<file path="src/rtl/fp8_pkg.sv">
// Shared fp8 definitions: 1 sign, 3 exponent, 4 mantissa bits, bias 3,
// exponent field 000 is denormal with scale 2^-2.
package fp8_pkg;

  typedef logic [7:0] fp8_t;

  localparam int unsigned FP8_SIGN_BIT = 7;
  localparam int unsigned FP8_EXP_W    = 3;
  localparam int unsigned FP8_MAN_W    = 4;
  localparam int unsigned FP8_BIAS     = 3;
  localparam int unsigned FP8_MAG_W    = 11;   // magnitude in units of 2^-6

  localparam fp8_t                 FP8_ZERO     = 8'h00;
  localparam fp8_t                 FP8_NEG_ZERO = 8'h80;
  localparam logic [FP8_EXP_W-1:0] FP8_EXP_MAX  = 3'b111;

  typedef enum logic {
    ACC  = 1'b0,
    DONE = 1'b1
  } acc_state_t;

  // Unsigned magnitude as an integer count of 2^-6 (the denormal step).
  function automatic logic [FP8_MAG_W-1:0] fp8_mag(input fp8_t x);
    logic [FP8_EXP_W-1:0] e;
    logic [FP8_MAG_W-1:0] m;
    e = x[FP8_MAN_W +: FP8_EXP_W];
    if (e == '0) begin
      m = FP8_MAG_W'(x[FP8_MAN_W-1:0]);
    end else begin
      m = FP8_MAG_W'({1'b1, x[FP8_MAN_W-1:0]}) << (e - 3'd1);
    end
    return m;
  endfunction

endpackage

</file>
<file path="src/rtl/fp8_acc_addr_top.sv">
// addr_top: combinational fp8 adder.
//   in_a, in_b : fp8 operands
//   res        : fp8 sum, truncated toward zero; magnitudes beyond 31.0
//                clamp to the largest finite code. An exact cancellation
//                carries the sign of in_b, so it can return 8'h80.
module addr_top
  import fp8_pkg::*;
(
  input  fp8_t in_a,
  input  fp8_t in_b,
  output fp8_t res
);

  localparam int unsigned SUM_W = FP8_MAG_W + 2;

  logic signed [SUM_W-1:0] op_a;
  logic signed [SUM_W-1:0] op_b;
  logic signed [SUM_W-1:0] sum;
  logic [SUM_W-2:0]        mag_s;
  logic                    sign_r;
  logic [FP8_EXP_W-1:0]    exp_r;
  logic [FP8_MAN_W-1:0]    man_r;

  // Exact fixed-point add, then renormalise from the leading one.
  always_comb begin
    op_a = $signed({2'b00, fp8_mag(in_a)});
    op_b = $signed({2'b00, fp8_mag(in_b)});
    if (in_a[FP8_SIGN_BIT]) op_a = -op_a;
    if (in_b[FP8_SIGN_BIT]) op_b = -op_b;
    sum    = op_a + op_b;
    mag_s  = sum[SUM_W-1] ? (SUM_W-1)'(-sum) : (SUM_W-1)'(sum);
    sign_r = sum[SUM_W-1] | ((sum == '0) & in_b[FP8_SIGN_BIT]);
    exp_r  = '0;
    man_r  = mag_s[FP8_MAN_W-1:0];
    if (mag_s[SUM_W-2]) begin
      exp_r = FP8_EXP_MAX;
      man_r = '1;
    end else begin
      for (int p = FP8_MAN_W; p < SUM_W - 2; p++) begin
        if (mag_s[p]) begin
          exp_r = FP8_EXP_W'(p - (FP8_MAN_W - 1));
          man_r = FP8_MAN_W'(mag_s >> (p - FP8_MAN_W));
        end
      end
    end
    res = {sign_r, exp_r, man_r};
  end

endmodule

</file>
<file path="src/rtl/fp8_acc.sv">
// fp8_acc: streaming fp8 vector accumulator around a single addr_top.
//   clk, rst_n          : clock, synchronous active-low reset
//   in_valid/in_ready   : term handshake; in_data term, in_last closes vector
//   out_valid/out_ready : result handshake
//   out_data            : fp8 sum (negative zero folded to +0)
//   out_zero            : sum is zero
//   out_cnt             : number of terms in the sum
//   out_sat             : only with FP8_ACC_SAT_FLAG_EN; an intermediate sum
//                         reached exponent field 3'b111
module fp8_acc
  import fp8_pkg::*;
#(
  parameter int unsigned VEC_LEN = 8,
  parameter int unsigned CNT_W   = $clog2(VEC_LEN + 1)
) (
  input  logic             clk,
  input  logic             rst_n,
  input  logic             in_valid,
  output logic             in_ready,
  input  logic [7:0]       in_data,
  input  logic             in_last,
  output logic             out_valid,
  input  logic             out_ready,
  output logic [7:0]       out_data,
  output logic             out_zero,
  output logic [CNT_W-1:0] out_cnt
`ifdef FP8_ACC_SAT_FLAG_EN
  ,
  output logic             out_sat
`endif
);

  acc_state_t       state_q, state_d;
  fp8_t             acc_q, acc_d;
  logic [CNT_W-1:0] cnt_q, cnt_d;
  logic [CNT_W-1:0] cnt_inc;
  fp8_t             sum_raw, sum_norm;
  logic             accept, close;
  logic             in_ready_d, out_valid_d, out_zero_d;
  fp8_t             out_data_d;
  logic [CNT_W-1:0] out_cnt_d;
`ifdef FP8_ACC_SAT_FLAG_EN
  logic             sat_q, sat_d, sat_hit, out_sat_d;
`endif

  // Feedback adder: running sum on in_a, incoming term on in_b.
  addr_top u_addr (
    .in_a (acc_q),
    .in_b (in_data),
    .res  (sum_raw)
  );

  assign sum_norm = (sum_raw == FP8_NEG_ZERO) ? FP8_ZERO : sum_raw;
  assign accept   = in_valid & in_ready;
  assign cnt_inc  = cnt_q + CNT_W'(1);
  assign close    = accept & (in_last | (cnt_q == CNT_W'(VEC_LEN - 1)));
`ifdef FP8_ACC_SAT_FLAG_EN
  assign sat_hit  = (sum_norm[FP8_MAN_W +: FP8_EXP_W] == FP8_EXP_MAX);
`endif

  // Next-state and next-output logic.
  always_comb begin
    state_d    = state_q;
    acc_d      = acc_q;
    cnt_d      = cnt_q;
    out_data_d = out_data;
    out_zero_d = out_zero;
    out_cnt_d  = out_cnt;
`ifdef FP8_ACC_SAT_FLAG_EN
    sat_d      = sat_q;
    out_sat_d  = out_sat;
`endif
    case (state_q)
      ACC: begin
        if (accept) begin
          acc_d = sum_norm;
          cnt_d = cnt_inc;
`ifdef FP8_ACC_SAT_FLAG_EN
          sat_d = sat_q | sat_hit;
`endif
          if (close) begin
            state_d    = DONE;
            out_data_d = sum_norm;
            out_zero_d = (sum_norm == FP8_ZERO);
            out_cnt_d  = cnt_inc;
`ifdef FP8_ACC_SAT_FLAG_EN
            out_sat_d  = sat_q | sat_hit;
`endif
          end
        end
      end
      DONE: begin
        if (out_valid & out_ready) begin
          state_d = ACC;
          acc_d   = FP8_ZERO;
          cnt_d   = '0;
`ifdef FP8_ACC_SAT_FLAG_EN
          sat_d     = 1'b0;
          out_sat_d = 1'b0;
`endif
        end
      end
      default: state_d = ACC;
    endcase
    in_ready_d  = (state_d == ACC);
    out_valid_d = (state_d == DONE);
  end

  // State and output registers; in_ready stays low through the reset cycle.
  always_ff @(posedge clk) begin
    if (!rst_n) begin
      state_q   <= ACC;
      acc_q     <= FP8_ZERO;
      cnt_q     <= '0;
      in_ready  <= 1'b0;
      out_valid <= 1'b0;
      out_data  <= FP8_ZERO;
      out_zero  <= 1'b0;
      out_cnt   <= '0;
`ifdef FP8_ACC_SAT_FLAG_EN
      sat_q     <= 1'b0;
      out_sat   <= 1'b0;
`endif
    end else begin
      state_q   <= state_d;
      acc_q     <= acc_d;
      cnt_q     <= cnt_d;
      in_ready  <= in_ready_d;
      out_valid <= out_valid_d;
      out_data  <= out_data_d;
      out_zero  <= out_zero_d;
      out_cnt   <= out_cnt_d;
`ifdef FP8_ACC_SAT_FLAG_EN
      sat_q     <= sat_d;
      out_sat   <= out_sat_d;
`endif
    end
  end

endmodule

</file>
<file path="config.mk">
export PLATFORM = sky130hd
export DESIGN_NAME = fp8_acc
export DESIGN_NICKNAME = d
export VERILOG_FILES = /design/src/rtl/fp8_pkg.sv /design/src/rtl/fp8_acc_addr_top.sv /design/src/rtl/fp8_acc.sv
export SDC_FILE = /design/constraint.sdc
export NUM_CORES = 1
export LEC_CHECK = 0
export ABC_CLOCK_PERIOD_IN_PS = 20400
export CAP_MARGIN = 30
export CELL_PAD_IN_SITES_DETAIL_PLACEMENT = 1
export CELL_PAD_IN_SITES_GLOBAL_PLACEMENT = 2
export CORE_MARGIN = 3
export CORE_UTILIZATION = 38
export CTS_CLUSTER_DIAMETER = 60
export CTS_CLUSTER_SIZE = 10
export DETAILED_ROUTE_END_ITERATION = 8
export GPL_TIMING_DRIVEN = 0
export MAX_ROUTING_LAYER = met4
export PLACE_DENSITY = 0.95
export SYNTH_ARGS = -nofsm -noshare
export SYNTH_HDL_FRONTEND = slang
export SYNTH_HIERARCHICAL = 1
export SYNTH_SLANG_ARGS = --single-unit
</file>
<file path="constraint.sdc">
create_clock -name clk -period 20.4 [get_ports clk]
set_clock_uncertainty 0.1 [all_clocks]
set_input_delay 3.06 -clock clk [delete_from_list [all_inputs] [get_ports clk]]
set_output_delay 3.06 -clock clk [all_outputs]
set_load 0.01 [all_outputs]
</file>
* Yosys cells after proc, flatten, opt, wreduce, memory -nomap -nowiden
Index checks and enable logic that the tools add are counted.
** Storage, ports and cells
- Flip-flop bits (word level) :: 27
- Input bits :: 13
- Output and inout bits :: 15
- Word-level logic and storage cells :: 65
** Cells by class
- $add $sub $neg :: 7
- Equal/unequal tests :: 4
- Shift-type cells :: 2
- Mux-type cells :: 31
- Bitwise logic cells :: 8
- Reductions and logical operators :: 6
** Operators with widths (number)
- 2-to-1 mux 4 bit :: 9
- 2-to-1 mux 13 bit :: 2
- negation 11 -> 13 bit :: 2
- 2-to-1 mux 8 bit :: 3
- 2-to-1 mux 11 bit :: 2
- left shift 5 x 3 -> 11 bit :: 2
- one-hot mux 8 bit (2 select lines) :: 1
- 2-to-1 mux 3 bit :: 5
- adder 13 bit :: 1
- logical NOT 13 bit :: 1
- 2-to-1 mux 12 bit :: 1
- negation 12 bit :: 1
- == test 8 bit (second input constant) :: 1
- logical NOT 8 bit :: 1
- one-hot mux 4 bit (2 select lines) :: 1
- logical NOT 3 bit :: 2
- subtractor 3 x 1 -> 3 bit (second input constant) :: 2
- adder 4 x 1 -> 4 bit (second input constant) :: 1
- bitwise AND 1 bit :: 4
- == test 4 x 3 -> 1 bit (second input constant) :: 1
- 2-to-1 mux 1 bit :: 4
- 2-to-1 mux 2 bit :: 2
- AND reduction 3 bit :: 1
- inequality test 2 x 1 -> 1 bit (second input constant) :: 1
- 5 further kinds :: 7

* Longest topological paths before layout
- Word-level depth :: 20
- Gate-level depth with buffers :: 29
- Depth with buffers taken out :: 27

* Modules after synthesis
The synthesis kept the hierarchy.
** Modules (own cells, without submodules)
- addr_top :: instances 1, cells an instance 391, area each 2612.5 um^2, seq. area each 0.0 um^2
- fp8_acc :: instances 1, cells an instance 127, area each 1152.4 um^2, seq. area each 540.5 um^2

* Worst setup path before layout
OpenSTA, ideal clock, no wires.
- Path kind :: input-to-reg
- Start point :: input port in_data[4]
- End point :: register acc_q[7]
- Setup time :: 132 ps
- Arrival time :: 8728 ps
- Required time :: 20168 ps
- Setup slack :: 11440 ps
- Stages :: 25
- Buffers on the path :: 2
- Cells stage by stage :: inv_1 -> ha_1 -> mux2_2 -> a22o_1 -> a22oi_1 -> nand3_1 -> o31ai_1 -> nand2_1 -> xnor2_1 -> ha_1 -> o21a_1 -> o21ai_0 -> a31oi_1 -> or2_2 -> o41a_1 -> buf_1 -> o311a_1 -> mux2_1 -> or4_4 -> buf_6 -> a21boi_0 -> a311o_1 -> or4_4 -> o211ai_1 -> a21oi_1
** On the way
- Elaborated cells on any way between the ends :: 31
- Classes of those cells :: add/sub (4); eq/ne (1); shift (1); mux (21); bitwise (2); reduce/logical (2)
** RTL lines
- start: declaration :: line fp8_acc.sv:20 : input logic [7:0] in_data,
- subtractor 3 x 1 -> 3 bit :: line fp8_pkg.sv:30 : m = FP8_MAG_W'({1'b1, x[FP8_MAN_W-1:0]}) << (e - 3'd1);
- left shift 5 x 3 -> 11 bit :: line fp8_pkg.sv:30
- 2-to-1 mux 11 bit * :: line fp8_pkg.sv:27 : if (e == '0) begin
- negation 11 -> 13 bit :: line fp8_acc_addr_top.sv:29 : if (in_b[FP8_SIGN_BIT]) op_b = -op_b;
- 2-to-1 mux 13 bit * :: line fp8_acc_addr_top.sv:29
- adder 13 bit * :: line fp8_acc_addr_top.sv:30 : sum = op_a + op_b;
- negation 12 bit :: line fp8_acc_addr_top.sv:31 : mag_s = sum[SUM_W-1] ? (SUM_W-1)'(-sum) : (SUM_W-1)'(sum);
- 2-to-1 mux 12 bit * :: line fp8_acc_addr_top.sv:31
- 2-to-1 mux 4 bit (6 in series) :: line fp8_acc_addr_top.sv:40 : if (mag_s[p]) begin
- 2-to-1 mux 4 bit * :: line fp8_acc_addr_top.sv:35 : if (mag_s[SUM_W-2]) begin
- net sum_raw[3] :: line fp8_acc.sv:37 : fp8_t sum_raw, sum_norm;
- == test 8 bit * :: line fp8_acc.sv:53 : assign sum_norm = (sum_raw == FP8_NEG_ZERO) ? FP8_ZERO : sum_raw;
- 2-to-1 mux 8 bit * :: line fp8_acc.sv:53
- 2-to-1 mux 8 bit * :: line fp8_acc.sv:75 : if (accept) begin
- one-hot mux 8 bit (2 select lines) * :: line fp8_acc.sv:73 : case (state_q)
- end signal: assignment :: line fp8_acc.sv:113 : acc_q <= FP8_ZERO;
- end signal: assignment :: line fp8_acc.sv:126 : acc_q <= acc_d;
- end: declaration :: line fp8_acc.sv:34 : fp8_t acc_q, acc_d;
The timed path passes the listed nets; every way through them passes the cells marked *. The select of a mux whose other input is x is not followed.
A chain may end at the register's enable or synchronous reset.

* Worst setup path in the final report
Ends and elaborated chain as after synthesis.

==> impl_metrics.toml <==
[outcome]
outcome = "completed"

[worst_setup_path]
worstReg2RegEnd = "acc_q[7]"
rr_worst_depth = 25
start_kind = "primary input"
crit_type = "in -> reg"
cp.required_ns = 20.45
cp-startpoint = "in_data[4]"
r2r_start = "acc_q[4]"
worstPathMaxFanout = 10
r2r_setup_slack_ns = 13.11
crit_arrival_ns = 10.12
worstSetupEndpoint = "acc_q[7]"
end_kind = "register"

[power]
p_per_area_nw_per_um2 = 133.1
ir_worst_vdd_mv = 0.06935
p_total_uw = 562.0
leakage_uw = 0.001699

[global_routing]
grtUsageTotal_pct = 20.52
grt_pass1_wl_microns = 19200
first_global_vias = 3900
antenna_found_initial = 0
grt_max_degree = 15
gr-total-overflow = 0

[floorplan]
ios = 28
row_count = 35
start_util_pct = 39.99
core_area_sq_um = 9415
die_area_sq_um = 11140
die_y_microns = 105.5
die_w_microns = 105.5

[timing]
setup_viol = 0
fin_ws_ns = 10.33
tightest_slew_ns = 0.8471
slew_headroom_pct = 43.12
setup_tns_ns = 0
rsz0062_at_grt = "no"
drv_slew = 0
whs_ns = 0.3686
period_needed_ns = 10.07
finalHoldViolations = 0
fmax_mhz = 99.30
fin_crit_sh_pct = 49.36

[synthesis]
synth_area_leaders = "dfxtp_1 (14%), xnor2_1 (7.9%), nand2_1 (7.4%)"
synth.most_common_cell = "nand2_1"
async_flop_share_pct = 0
synth_cell_type_count = 78
yosys.area.top_type = "dfxtp_1"
synth-seq-cells = 27
synth_commonest_cells = "nand2_1 (74), nor2_1 (38), o21ai_0 (38)"
synth_edf_count = 0
yosysWarnings = 6
syn_area_per_cell_sq_um = 7.268
syn_nets = 551
syn-instance-count = 518
netlist_area_sq_um = 3765
synth_flop_cell = "dfxtp_1"
synth_top_area_share_pct = 14.36
ys_seq_area_share_pct = 14.36

[run]
drv_cap = 0

[placement]
hpwl_microns = 8961
pre_cts_ws_ns = 10.05
portBuffers = 25
gp_congestion = 0.8557

[clock_network]
clk_latency_ns = 0.27
clk_path_buf_depth = 2
cts_hold_buffers = 0
cts.htree.levels = 1
cts_tree = "done"
cts_setup_buffers = 0
cts_root_buf = "clkbuf_8"
cts_resized = 0
cts_buffers = 3
cts_num_sinks = 27
clk_pin_slew_worst_paths_ns = 0.09

[detailed_routing]
wl_met3_microns = 255
via_per_inst = 5.783
drt-initial-drc-count = 131
wl_met1_microns = 5288
finalWirelength_microns = 11230
first_pass_iters = 4
routedWlPerCell_microns = 16.61
wl_met2_microns = 5550
route.detailed.drc = 0
antenna_left = 0
vias = 3909
maxUsedRoutingLayer = "met4"

[layout]
drive_above_1_share_pct = 7.678
nets = 581
num_antenna_cells = 0
fin_util_pct = 44.84
area_delta_synth_final_pct = 12.13

[worst_hold_path]
hp-class = "reg -> reg"
whs_path_depth = 2
metrics by stage:
| step | instance area, sq um | std cells |
|---|---|---|
| global route | 4222 | 676 |
| global placement | 4177 | 672 |
| CTS | 4222 | 676 |
| detailed placement | 4177 | 672 |
| floorplan | 3765 | 518 |
| finish | 4222 | 676 |
placed cells by master, fill, tap and decap left out, types with 6 or more instances in the layout:
cell              n
a21oi_1          31
buf_2             6
clkbuf_1         11
clkdlybuf4s50_1  25
dfxtp_1          27
ha_1             19
inv_1            19
mux2_2            6
mux2i_1          22
nand2_1          74
nand2b_1         11
nand3_1          20
nor2_1           38
nor2b_1           7
nor3_1           10
o211ai_1          8
o21a_1            6
o21ai_0          38
or3_1            11
xnor2_1          34
xor2_1            9
layout make-up:
| class | count | area (sq um) |
|---|---|---|
| well taps | 129 | 161.4 |
| inverters | 20 | 75.07 |
| repair buffers | 25 | 250.2 |
| multi-input cells | 445 | 3002 |
| flip-flops and latches | 27 | 540.5 |
| clock buffers | 4 | 45.04 |
| fillers | 1219 | 5194 |
| plain buffers | 26 | 147.6 |
routing by layer:
layer  global-route usage [%]  vias up
li1                         -     1931
met1                    26.70     1912
met2                    35.38       52
met3                    1.960       14
met4                    3.053        0
met5                        -        -
report_power, final:
part	internal, uW	switching [uW]	leakage, uW
combinational	177	288	0.00146
clock	14.0	16.3	0.0000228
sequential	59.5	6.78	0.000220
total	251	311	0.00170
worst min-delay path by stage:
stage,end,startpoint,slack (ns)
after floorplan,acc_q[2],acc_q[2],0.34
after global placement,out_cnt[1],out_cnt[1],0.35
after detailed placement,out_cnt[0],out_cnt[0],0.36
after CTS,out_cnt[0],out_cnt[0],0.37
after global routing,out_cnt[0],out_cnt[0],0.40
final,out_cnt[0],out_cnt[0],0.37
cells by family (layout without fill, tap and decap cells):
logic type / after synthesis / count (layout) / synth area share (%)
buffers and inverters: 46 / 75 / 5.915
AND/OR/NAND/NOR: 203 / 203 / 26.55
XOR/XNOR: 44 / 44 / 10.44
AO/OA/AOI/OAI: 146 / 146 / 26.92
multiplexers: 32 / 32 / 8.973
adder cells (fa/ha/maj): 20 / 20 / 6.846
flip-flops: 27 / 27 / 14.36
state kept, by name, summed over array words and instances, names as in the netlist:
signal    cells
acc_q         8
cnt_q         4
in_ready      1
out_cnt       4
out_data      8
out_zero      1
state_q       1
critical path: stages:
cell             delay (ns)
clkdlybuf4s50_1        0.52
inv_1                  0.11
ha_1                   0.37
mux2_2                 0.37
a22o_1                 0.26
a22oi_1                0.24
nand3_1                0.15
o31ai_1                0.45
nand2_1                0.12
xnor2_1                0.15
ha_1                   0.34
o21a_1                 0.13
o21ai_0                0.14
a31oi_1                0.07
or2_2                  0.33
o41ai_1                0.38
clkbuf_1               0.44
nand2_1                0.12
mux2i_2                0.23
xor2_1                 0.53
nor2_1                 0.17
a221oi_1               0.28
o311ai_1               0.21
or4_4                  0.61
o211ai_1               0.23
a21oi_1                0.09
No activity file was read; power rests on OpenSTA's default activity.
